`src/rtl/pipe_pkg.sv`:
```
// Shared types and constants for the handshake pipeline stage.
package pipe_pkg;
  localparam int DEFAULT_WIDTH = 32;

  typedef logic [1:0] occ_t;
endpackage

```
`src/rtl/pipe_data_reg.sv`:
```
// One payload storage entry: enabled register with async active-high clear,
// capturing on the rising or falling clock edge selected by NEG_EDGE.
module pipe_data_reg #(
  parameter int WIDTH    = 32,
  parameter bit NEG_EDGE = 1'b0
) (
  input  logic             clk,
  input  logic             rst,
  input  logic             en,
  input  logic [WIDTH-1:0] d,
  output logic [WIDTH-1:0] q
);

  generate
    if (NEG_EDGE) begin : g_neg
      always_ff @(negedge clk or posedge rst) begin
        if (rst)     q <= '0;
        else if (en) q <= d;
      end
    end else begin : g_pos
      always_ff @(posedge clk or posedge rst) begin
        if (rst)     q <= '0;
        else if (en) q <= d;
      end
    end
  endgenerate

endmodule

```
`src/rtl/pipe_stage_hs.sv`:
```
// Valid/ready pipeline stage. Define PIPE_STAGE_HS_SKID_EN to add a skid entry
// so in_ready comes from a flop instead of combinationally from out_ready.
module pipe_stage_hs
  import pipe_pkg::*;
#(
  parameter int WIDTH    = DEFAULT_WIDTH,
  parameter bit NEG_EDGE = 1'b0
) (
  input  logic             clk,
  input  logic             rst,
  input  logic             flush,
  input  logic             in_valid,
  output logic             in_ready,
  input  logic [WIDTH-1:0] in_data,
  output logic             out_valid,
  input  logic             out_ready,
  output logic [WIDTH-1:0] out_data,
  output occ_t             occupancy
);

  logic             head_valid, head_valid_n;
  logic             skid_valid, skid_valid_n;
  logic             head_en;
  logic [WIDTH-1:0] head_d;
  logic             in_xfer, out_xfer;

`ifdef PIPE_STAGE_HS_SKID_EN
  logic             skid_en;
  logic [WIDTH-1:0] skid_q;

  // The skid entry can only be full when upstream is blocked, so in_ready is
  // simply the inverse of a registered bit.
  assign in_ready = !skid_valid;
`else
  assign in_ready = !head_valid || out_ready;
`endif

  assign in_xfer   = in_valid && in_ready;
  assign out_xfer  = head_valid && out_ready;
  assign out_valid = head_valid;
  assign occupancy = occ_t'({1'b0, head_valid}) + occ_t'({1'b0, skid_valid});

  always_comb begin
    head_en      = 1'b0;
    head_d       = in_data;
    head_valid_n = head_valid;
    skid_valid_n = skid_valid;
`ifdef PIPE_STAGE_HS_SKID_EN
    skid_en      = 1'b0;
`endif
    if (flush) begin
      head_valid_n = 1'b0;
      skid_valid_n = 1'b0;
    end else begin
`ifdef PIPE_STAGE_HS_SKID_EN
      // A stalled full head diverts the new entry into the skid slot; a
      // draining head refills from the skid slot before taking new input.
      head_en = (in_xfer && (!head_valid || out_xfer)) || (out_xfer && skid_valid);
      skid_en = in_xfer && head_valid && !out_xfer;
      if (skid_valid) head_d = skid_q;
      if (skid_en)       skid_valid_n = 1'b1;
      else if (out_xfer) skid_valid_n = 1'b0;
`else
      head_en = in_xfer;
`endif
      if (head_en)       head_valid_n = 1'b1;
      else if (out_xfer) head_valid_n = 1'b0;
    end
  end

  generate
    if (NEG_EDGE) begin : g_valid_neg
      always_ff @(negedge clk or posedge rst) begin
        if (rst) begin
          head_valid <= 1'b0;
          skid_valid <= 1'b0;
        end else begin
          head_valid <= head_valid_n;
          skid_valid <= skid_valid_n;
        end
      end
    end else begin : g_valid_pos
      always_ff @(posedge clk or posedge rst) begin
        if (rst) begin
          head_valid <= 1'b0;
          skid_valid <= 1'b0;
        end else begin
          head_valid <= head_valid_n;
          skid_valid <= skid_valid_n;
        end
      end
    end
  endgenerate

  pipe_data_reg #(.WIDTH(WIDTH), .NEG_EDGE(NEG_EDGE)) u_head (
    .clk (clk),
    .rst (rst),
    .en  (head_en),
    .d   (head_d),
    .q   (out_data)
  );

`ifdef PIPE_STAGE_HS_SKID_EN
  pipe_data_reg #(.WIDTH(WIDTH), .NEG_EDGE(NEG_EDGE)) u_skid (
    .clk (clk),
    .rst (rst),
    .en  (skid_en),
    .d   (in_data),
    .q   (skid_q)
  );
`endif

endmodule

```
`config.mk`:
```
export PLATFORM = sky130hd
export DESIGN_NAME = pipe_stage_hs
export DESIGN_NICKNAME = d
export VERILOG_FILES = /design/src/rtl/pipe_pkg.sv /design/src/rtl/pipe_data_reg.sv /design/src/rtl/pipe_stage_hs.sv
export SDC_FILE = /design/constraint.sdc
export NUM_CORES = 1
export LEC_CHECK = 0
export ABC_AREA = 1
export BUFFER_PORTS_ARGS = -buffer_cell sky130_fd_sc_hd__clkbuf_2
export CORE_MARGIN = 5
export CORE_UTILIZATION = 39
export CTS_CLUSTER_SIZE = 8
export DETAILED_ROUTE_END_ITERATION = 16
export GPL_TIMING_DRIVEN = 0
export PLACE_DENSITY = 0.81
export SLEW_MARGIN = 10
export SYNTH_ARGS = -nofsm -noshare
export SYNTH_HDL_FRONTEND = slang
export SYNTH_SLANG_ARGS = --single-unit
```
`constraint.sdc`:
```
create_clock -name clk -period 1 [get_ports clk]
set_clock_uncertainty 0.05 [all_clocks]
set_input_delay 0.3 -clock clk [delete_from_list [all_inputs] [get_ports clk]]
set_output_delay 0.3 -clock clk [all_outputs]
set_load 0.02 [all_outputs]
```
### Word level (Yosys, flattened, before mapping)

Cells that the tools add are included.

| storage, ports and cells | value |
|---|---|
| register bits after elaboration | 33 |
| latch bits | 0 |
| RAM bits | 0 |
| memory bits (read-only) | 0 |
| input port bits | 37 |
| output and inout port bits | 36 |
| word-level logic and storage cells | 11 |
| memories | 0 |

| operators by class | value |
|---|---|
| $add $sub $neg | 0 |
| multiply operators | 0 |
| divide/modulo/power cells | 0 |
| magnitude comparators | 0 |
| eq/ne operators | 0 |
| shifts and indexed selects | 0 |
| muxes and demuxes | 4 |
| bitwise logic cells | 0 |
| reductions and logical operators | 5 |

Operator list:

| kind | number |
|---|---|
| two-way mux 1 bit | 4 |
| nonzero test 3 bit | 1 |
| logical AND 1 bit | 2 |
| logical NOT 1 bit | 1 |
| logical OR 1 bit | 1 |

### Longest topological paths before layout

Gate-level depths: netlist (run 1).

| logic depth | value |
|---|---|
| word-level depth | 5 |
| mapped depth | 6 |
| mapped depth without buffers | 5 |

### Hierarchy

A second synthesis (run 1) with hierarchy kept.

| unflattened totals | value |
|---|---|
| cell total of the unflattened synthesis | 150 |
| area, all modules | 1380.1 sq um |

By module, submodules not included:

| module | times used | cells an instance | area an instance (sq um) |
|---|---|---|---|
| pipe_data_reg | 1 | 137 | 1296.2 |
| pipe_stage_hs | 1 | 13 | 83.8 |

### Least setup slack after synthesis (run 1)

No wires, ideal clock.

| timing | value |
|---|---|
| path kind | reg-to-output |
| from | register head_valid, in the netlist out_valid |
| to | output port in_ready |
| arrival | 856 ps |
| required time | 650 ps |
| path slack | -206 ps |
| stages on the path, launching flop included | 3 |
| cell sequence | dfrtp_1 > nand2_2 > buf_2 |

| on the way | value |
|---|---|
| longest elaborated chain between the ends | 2 |

Ends and longest elaborated chain:

| what | line | source |
|---|---|---|
| start, declared | pipe_stage_hs.sv:21 | `logic head_valid, head_valid_n;` |
| start signal, assigned | pipe_stage_hs.sv:88 | `head_valid <= head_valid_n;` |
| logical NOT 1 bit | pipe_stage_hs.sv:35 | `assign in_ready = !head_valid \|\| out_ready;` |
| logical OR 1 bit | pipe_stage_hs.sv:35 |  |
| end, declared | pipe_stage_hs.sv:13 | `output logic in_ready,` |

Every way passes these cells.

### Worst setup path in the final report (run 1)

Same ends and word-level chain as after synthesis.

==> results of run 1 <==
## worst paths after layout
kind                        startpoint           end
setup / recovery             out_valid      in_ready
hold / removal                     rst  u_head.q[18]
setup reg to reg             out_valid   u_head.q[4]
hold reg to reg            u_head.q[5]   u_head.q[5]
max in group asynchronous          rst     out_valid
min in group clk                 flush     out_valid
## layout make-up
| class | instances | area [sq um] |
|---|---|---|
| clock inverter | 1 | 5.005 |
| fill | 305 | 1124 |
| inverter | 3 | 15.01 |
| multi-input combinational | 101 | 446.7 |
| clock buffer | 5 | 37.54 |
| sequential | 33 | 827.0 |
| timing repair buffer | 92 | 753.2 |
| buffer | 11 | 97.59 |
| tap | 46 | 57.56 |
## power breakdown
part           switching (mW)  leakage [nW]  internal (mW)
Sequential              0.143         0.407           1.53
Clock                   0.398        0.0269          0.244
Combinational           0.596         0.834          0.674
Total                    1.14          1.27           2.44
## stage by stage
stage / TNS, ps / hold WS (ps) / cells / instance area [sq um] / worst slack [ps]
after floorplan: -1807 / 184.6 / 148 / 1373 / -58.33
after global placement: -5195 / 380.2 / 265 / 1785 / -220.1
after global routing: -16450 / 72.40 / 292 / 2240 / -434.2
final: -12370 / 29.44 / 292 / 2240 / -377.2
after CTS: -13970 / 35.75 / 278 / 1956 / -435.3
after detailed placement: -4987 / 385.4 / 265 / 1785 / -215.3
## flip-flops by register name, indices dropped and copies added, names as in the netlist
name       cells
out_valid      1
u_head.q      32
## kinds of logic (layout without fill, tap and decap cells)
group           count (synthesis)  in the layout  synth area share
flops                          33             33            0.6089
compound gates                  1              1          0.003686
buf+inv                        14            112           0.07195
other cells                     1              1          0.002765
simple gates                   99             99            0.3127
## metal layers
layer	track usage	part of all wire	up-vias	wire, um
met5	0	0	-	0
met4	0.02920	0.0039	0	15
met3	0.05997	0.067	2	260
met2	0.2750	0.53	45	2050
met1	0.1922	0.40	585	1553
li1	-	-	662	-
## cell usage after synthesis, drive strengths merged
cell type  number  area [sq um]
nand2          66         252.7
dfrtp          33         825.8
nand3          32         160.2
buf            11         86.33
inv             3         11.26
a21oi           1         5.000
conb            1         3.750
nor2            1         11.26
## what timing repair did
action	in CTS	in global routing
resized for setup	18	87
buffers inserted	7	14
setup endpoints to repair	65	68
pin swaps	1	1
==> results.md, run 1 <==
* Number of max-capacitance violations reported at 0
* Clock transition time at the flip-flop clock pins of the worst setup and hold paths at approximately 100 ps
* Routed Antenna Nets at 0
* Total power at approximately 3.6 mW
* Synthesized netlist net count at between 150 and 200
* Critical path depth at 3
* Buffers plus inverters on the worst setup path at 2
* Clock sink count at 33
* Die height at between 60 and 70 um
* Boundary Pins at 73
* Overall via count from detail_route at 1,294
* Wire length of the first global-routing pass at 5.568 mm
* Mean area per synthesized cell at just over 9 sq um
* Latest clock arrival within the worst-skew pair at 310 ps
* Number of nets in the final layout at about 280
* Vias in the first global route at around 1,200
* Number of search-and-repair iterations in the first detailed-routing pass at 4
* Final weighted congestion in routability-driven placement at 0.7273
* Die ar. at approximately 0.0048 sq mm
* Diodes inserted at 0
* Layout overhead on the synthesized area at 65.13%
* Starting density of the core at 0.4033
* Total DRC errors in the routed layout at 0
* Upper clock frequency limit at ~730 MHz
* Core utilization of the finished layout at 0.6659
* Combined global-route utilization of all metal layers at 0.1599
* Sequential element share of the synthesized area at 0.6089
* Number of levels the H-tree was split into at 2
* Routed Wire Length at slightly below 4 mm
* Kind of cell adding the most delay to the critical path: flip-flops
* Synth Warn # at 0
* Number of cells on the worst reg-to-reg path at 6
* Clock tree from TritonCTS: built
* Number of cell rows at 21
* Worst Path Max Fanout at 3
* Cells after synthesis at between 100 and 150
* Most frequent cells in the layout: sky130_fd_sc_hd__nand2_1 (64), sky130_fd_sc_hd__clkbuf_2 (36), sky130_fd_sc_hd__buf_6 (32), sky130_fd_sc_hd__nand3_1 (32), sky130_fd_sc_hd__dfrtp_1 (32)
* Clock Root Buffer: sky130_fd_sc_hd__clkbuf_4
* Relative max-transition margin at 0.5243
* Max IR drop VDD at about 1000 uV
* Static leakage at between 1 and 1.5 nW
* Die extent in x at 68.97 um
* Hold Violations, Final at 0
* Number of buffers on the longest clock path at 2
* Critical Path RT at between 600 and 700 ps
* Post-DR wirelength/cell at approximately 13 um
* Cells traversed along the worst timing path: nand2_4 > buf_6 > buf_8
* Number of endpoints failing setup at the final stage at 68
* Unrepaired setup endpoints after global routing: yes
* Pin count of the biggest net entering global routing at 34
* Slowest stage delay, CP at between 400 and 500 ps
* Final worst path period share at 1.377
* Vias per inst at ~4.4
* Share of post-route cells with drive strength above 1 at 0.4715
* Number of antenna violations at the first check in global routing at 0
* # hold bufs at CTS at 0
* Post-layout worst setup margin at -377.2 ps
* Cell with the largest stage delay on the worst path: sky130_fd_sc_hd__dfrtp_2
* Path type of the worst min-delay path: input port to asynchronous set/reset pin
* Post-synthesis cell type count at 12
* Starting DRC count in detailed routing at 48
* Category of the worst setup path capture point: output pin
* Minimum setup slack among reg-to-reg paths at -180 ps
* Slew at the pin closest to its max-slew limit at 712.0 ps
* Nature of the critical path startpoint: flip-flop
* Flops & latches, synth at 33
* HPWL after detailed placement at 2.466 mm
* Area of the placeable core at 0.003363 sq mm
* Power density relative to cell area at roughly 1600 mW/mm^2
* Max-slew violation total from the final report at 0
* Post-route minimum period at roughly 1400 ps
* Worst EP arrival at between 1000 and 1500 ps
* Most common cell after layout, fill and taps aside: sky130_fd_sc_hd__nand2_1
* Post-synth design cell area at around 0.0014 sq mm
* Number of input and output port buffers inserted at 71
* Grt ovf at 0
* Outcome: finished with violations
* CTS buffer count at 5
* Worst Setup Path Type: flip-flop to output pin
* Violations in the final reports: negative setup slack
Note: power is estimated with default switching activity, not from simulation.
==> run 2: changes to the inputs <==
--- a/config.mk
+++ b/config.mk
@@ -13,6 +13,7 @@
 export DETAILED_ROUTE_END_ITERATION = 16
 export GPL_TIMING_DRIVEN = 0
 export PLACE_DENSITY = 0.81
+export RECOVER_POWER = 50
 export SLEW_MARGIN = 10
 export SYNTH_ARGS = -nofsm -noshare
 export SYNTH_HDL_FRONTEND = slang
==> run 2 against run 1 <==
  * Largest cell class unchanged
  * Via count is the same
  * The run still ends with negative setup slack left
  * Global-route usage is the same
  * Sequential share of layout area is essentially flat
  * Register-to-register slack is essentially flat
  * Combinational power is essentially flat
  * Sequential power is essentially flat
==> results.md, run 2 (synthesized netlist as in run 1, its figures left out) <==
* Layout overhead on the synthesized area at 65.04%
* Number of nets in the final layout at about 280
* Cells traversed along the worst timing path: nand2_4 > buf_6 > buf_8
* Nature of the critical path startpoint: flip-flop
* Worst EP arrival at between 1000 and 1500 ps
* Footprint of the flip-flops and latches at between 800 and 900 sq um
* Grt ovf at 0
* CTS buffer count at 5
* Most frequent cells in the layout: sky130_fd_sc_hd__nand2_1 (64), sky130_fd_sc_hd__clkbuf_2 (35), sky130_fd_sc_hd__buf_6 (32), sky130_fd_sc_hd__nand3_1 (32), sky130_fd_sc_hd__dfrtp_1 (32)
* Buffers plus inverters on the worst setup path at 2
* Pin count of the biggest net entering global routing at 34
* Number of cell rows at 21
* Slew at the pin closest to its max-slew limit at roughly 710 ps
* Worst Setup Path Type: flip-flop to output pin
* Share of post-route cells with drive strength above 1 at 0.4675
* Post-DR wirelength/cell at about 13 um
* Upper clock frequency limit at 726.1 MHz
* Slowest stage delay, CP at around 440 ps
* Total DRC errors in the routed layout at 0
* Post-route minimum period at between 1000 and 1500 ps
* Number of inserted filler cells in the final layout at 305
* Die extent in x at roughly 70 um
* Die height at 68.97 um
* Number of input and output port buffers inserted at 71
* Latest clock arrival within the worst-skew pair at 310 ps
* Cell with the largest stage delay on the worst path: sky130_fd_sc_hd__dfrtp_2
* HPWL after detailed placement at 2.466 mm
* Clock Root Buffer: sky130_fd_sc_hd__clkbuf_4
* Total power at 3.579 mW
* Hold Violations, Final at 0
* Vias in the first global route at 1,218
* Multi-input combinational cell area at between 400 and 500 sq um
* Clock sink count at 33
* Area after detailed placement at between 0.0015 and 0.002 sq mm
* Combined global-route utilization of all metal layers at 0.1599
* # hold bufs at CTS at 0
* Unrepaired setup endpoints after global routing: yes
* Kind of cell adding the most delay to the critical path: flip-flops
* Post-route cell area at between 0.002 and 0.0025 sq mm
* Violations in the final reports: negative setup slack
* Wire length of the first global-routing pass at approximately 5.6 mm
* Starting density of the core at 0.4033
* Routed Antenna Nets at 0
* Overall via count from detail_route at 1,294
* Worst Path Max Fanout at 3
* Number of antenna violations at the first check in global routing at 0
* Number of levels the H-tree was split into at 2
* Most common cell after layout, fill and taps aside: sky130_fd_sc_hd__nand2_1
* Area of the placeable core at between 0.003 and 0.004 sq mm
* Clock tree from TritonCTS: built
* Outcome: finished with violations
* Diodes inserted at 0
* Final worst path period share at 1.377
* Path type of the worst min-delay path: input port to asynchronous set/reset pin
* Flip-flop count of the largest register after layout at 32
* Number of search-and-repair iterations in the first detailed-routing pass at 4
* Relative max-transition margin at 0.5243
* Starting DRC count in detailed routing at 48
* Largest register by flop count: u_head.q
* Vias per inst at 4.432
* Final Hold Slack at 32.73 ps
* Max-slew violation total from the final report at 0
* Max IR drop VDD at around 1000 uV
* Die ar. at about 0.0048 sq mm
* Category of the worst setup path capture point: output pin
* Boundary Pins at between 70 and 80
* Number of buffers on the longest clock path at 2
* Critical Path RT at 650 ps
* Clock transition time at the flip-flop clock pins of the worst setup and hold paths at approximately 100 ps
* Routed Wire Length at 3.878 mm
* Static leakage at 1.265 nW
* Post-layout worst setup margin at -377.2 ps
* Number of endpoints failing setup at the final stage at 68
* Final weighted congestion in routability-driven placement at between 0.7 and 0.8
* Number of max-capacitance violations reported at 0
* Power density relative to cell area at 1599 mW/mm^2
-- run 2: cell type report --
type                            count  share of cell area
Sequential cell                    33              0.3695
Clock buffer                        5             0.01677
Tap cell                           46             0.02571
Multi-Input combinational cell    101              0.1996
Timing Repair Buffer               92              0.3359
Clock inverter                      1            0.002236
Buffer                             11             0.04360
Inverter                            3            0.006708
-- run 2: final timing paths --
check                                  from      endpoint  slack, ps  depth (start not counted)
min in group clk                      flush     out_valid        140                          2
worst min register to register  u_head.q[5]   u_head.q[5]        450                          2
worst max-delay path              out_valid      in_ready       -380                          3
max in group asynchronous               rst     out_valid        440                          2
worst min-delay path                    rst  u_head.q[18]         30                          2
worst max register to register    out_valid   u_head.q[4]       -180                          6
-- run 2: repair_timing --
item	CTS	global route
resized for setup	18	87
pin swaps	1	1
endpoints found under the setup margin	65	68
setup buffers	7	14
endpoints found under the hold margin	0	0
gates cloned	0	0
-- run 2: per-stage QoR --
| stage | setup TNS [ps] | worst slack [ps] | utilization | std cells |
|---|---|---|---|---|
| 2_1_floorplan | -1807 | -58.33 | - | 148 |
| 3_3_place_gp | -5195 | -220.1 | 0.5309 | 265 |
| 3_5_place_dp | -4987 | -215.3 | 0.5309 | 265 |
| 4_1_cts | -13970 | -435.3 | 0.5815 | 278 |
| 5_1_grt | -16450 | -434.2 | 0.6656 | 292 |
| 6_report | -12370 | -377.2 | 0.6656 | 292 |
-- run 2: routing by layer --
| metal | vias up | wire length (um) | global-route usage | part of all wire |
|---|---|---|---|---|
| li1 | 662 | - | - | - |
| met4 | 0 | 15 | 0.02920 | 0.0039 |
| met3 | 2 | 255 | 0.05997 | 0.066 |
| met5 | - | 0 | 0 | 0 |
| met1 | 585 | 1556 | 0.1922 | 0.40 |
| met2 | 45 | 2050 | 0.2750 | 0.53 |
-- run 2: power breakdown --
| part | leakage [nW] | internal, mW | total [mW] | switching (mW) |
|---|---|---|---|---|
| sequential | 0.407 | 1.53 | 1.67 | 0.143 |
| clock | 0.0269 | 0.244 | 0.642 | 0.398 |
| combinational | 0.831 | 0.673 | 1.27 | 0.596 |
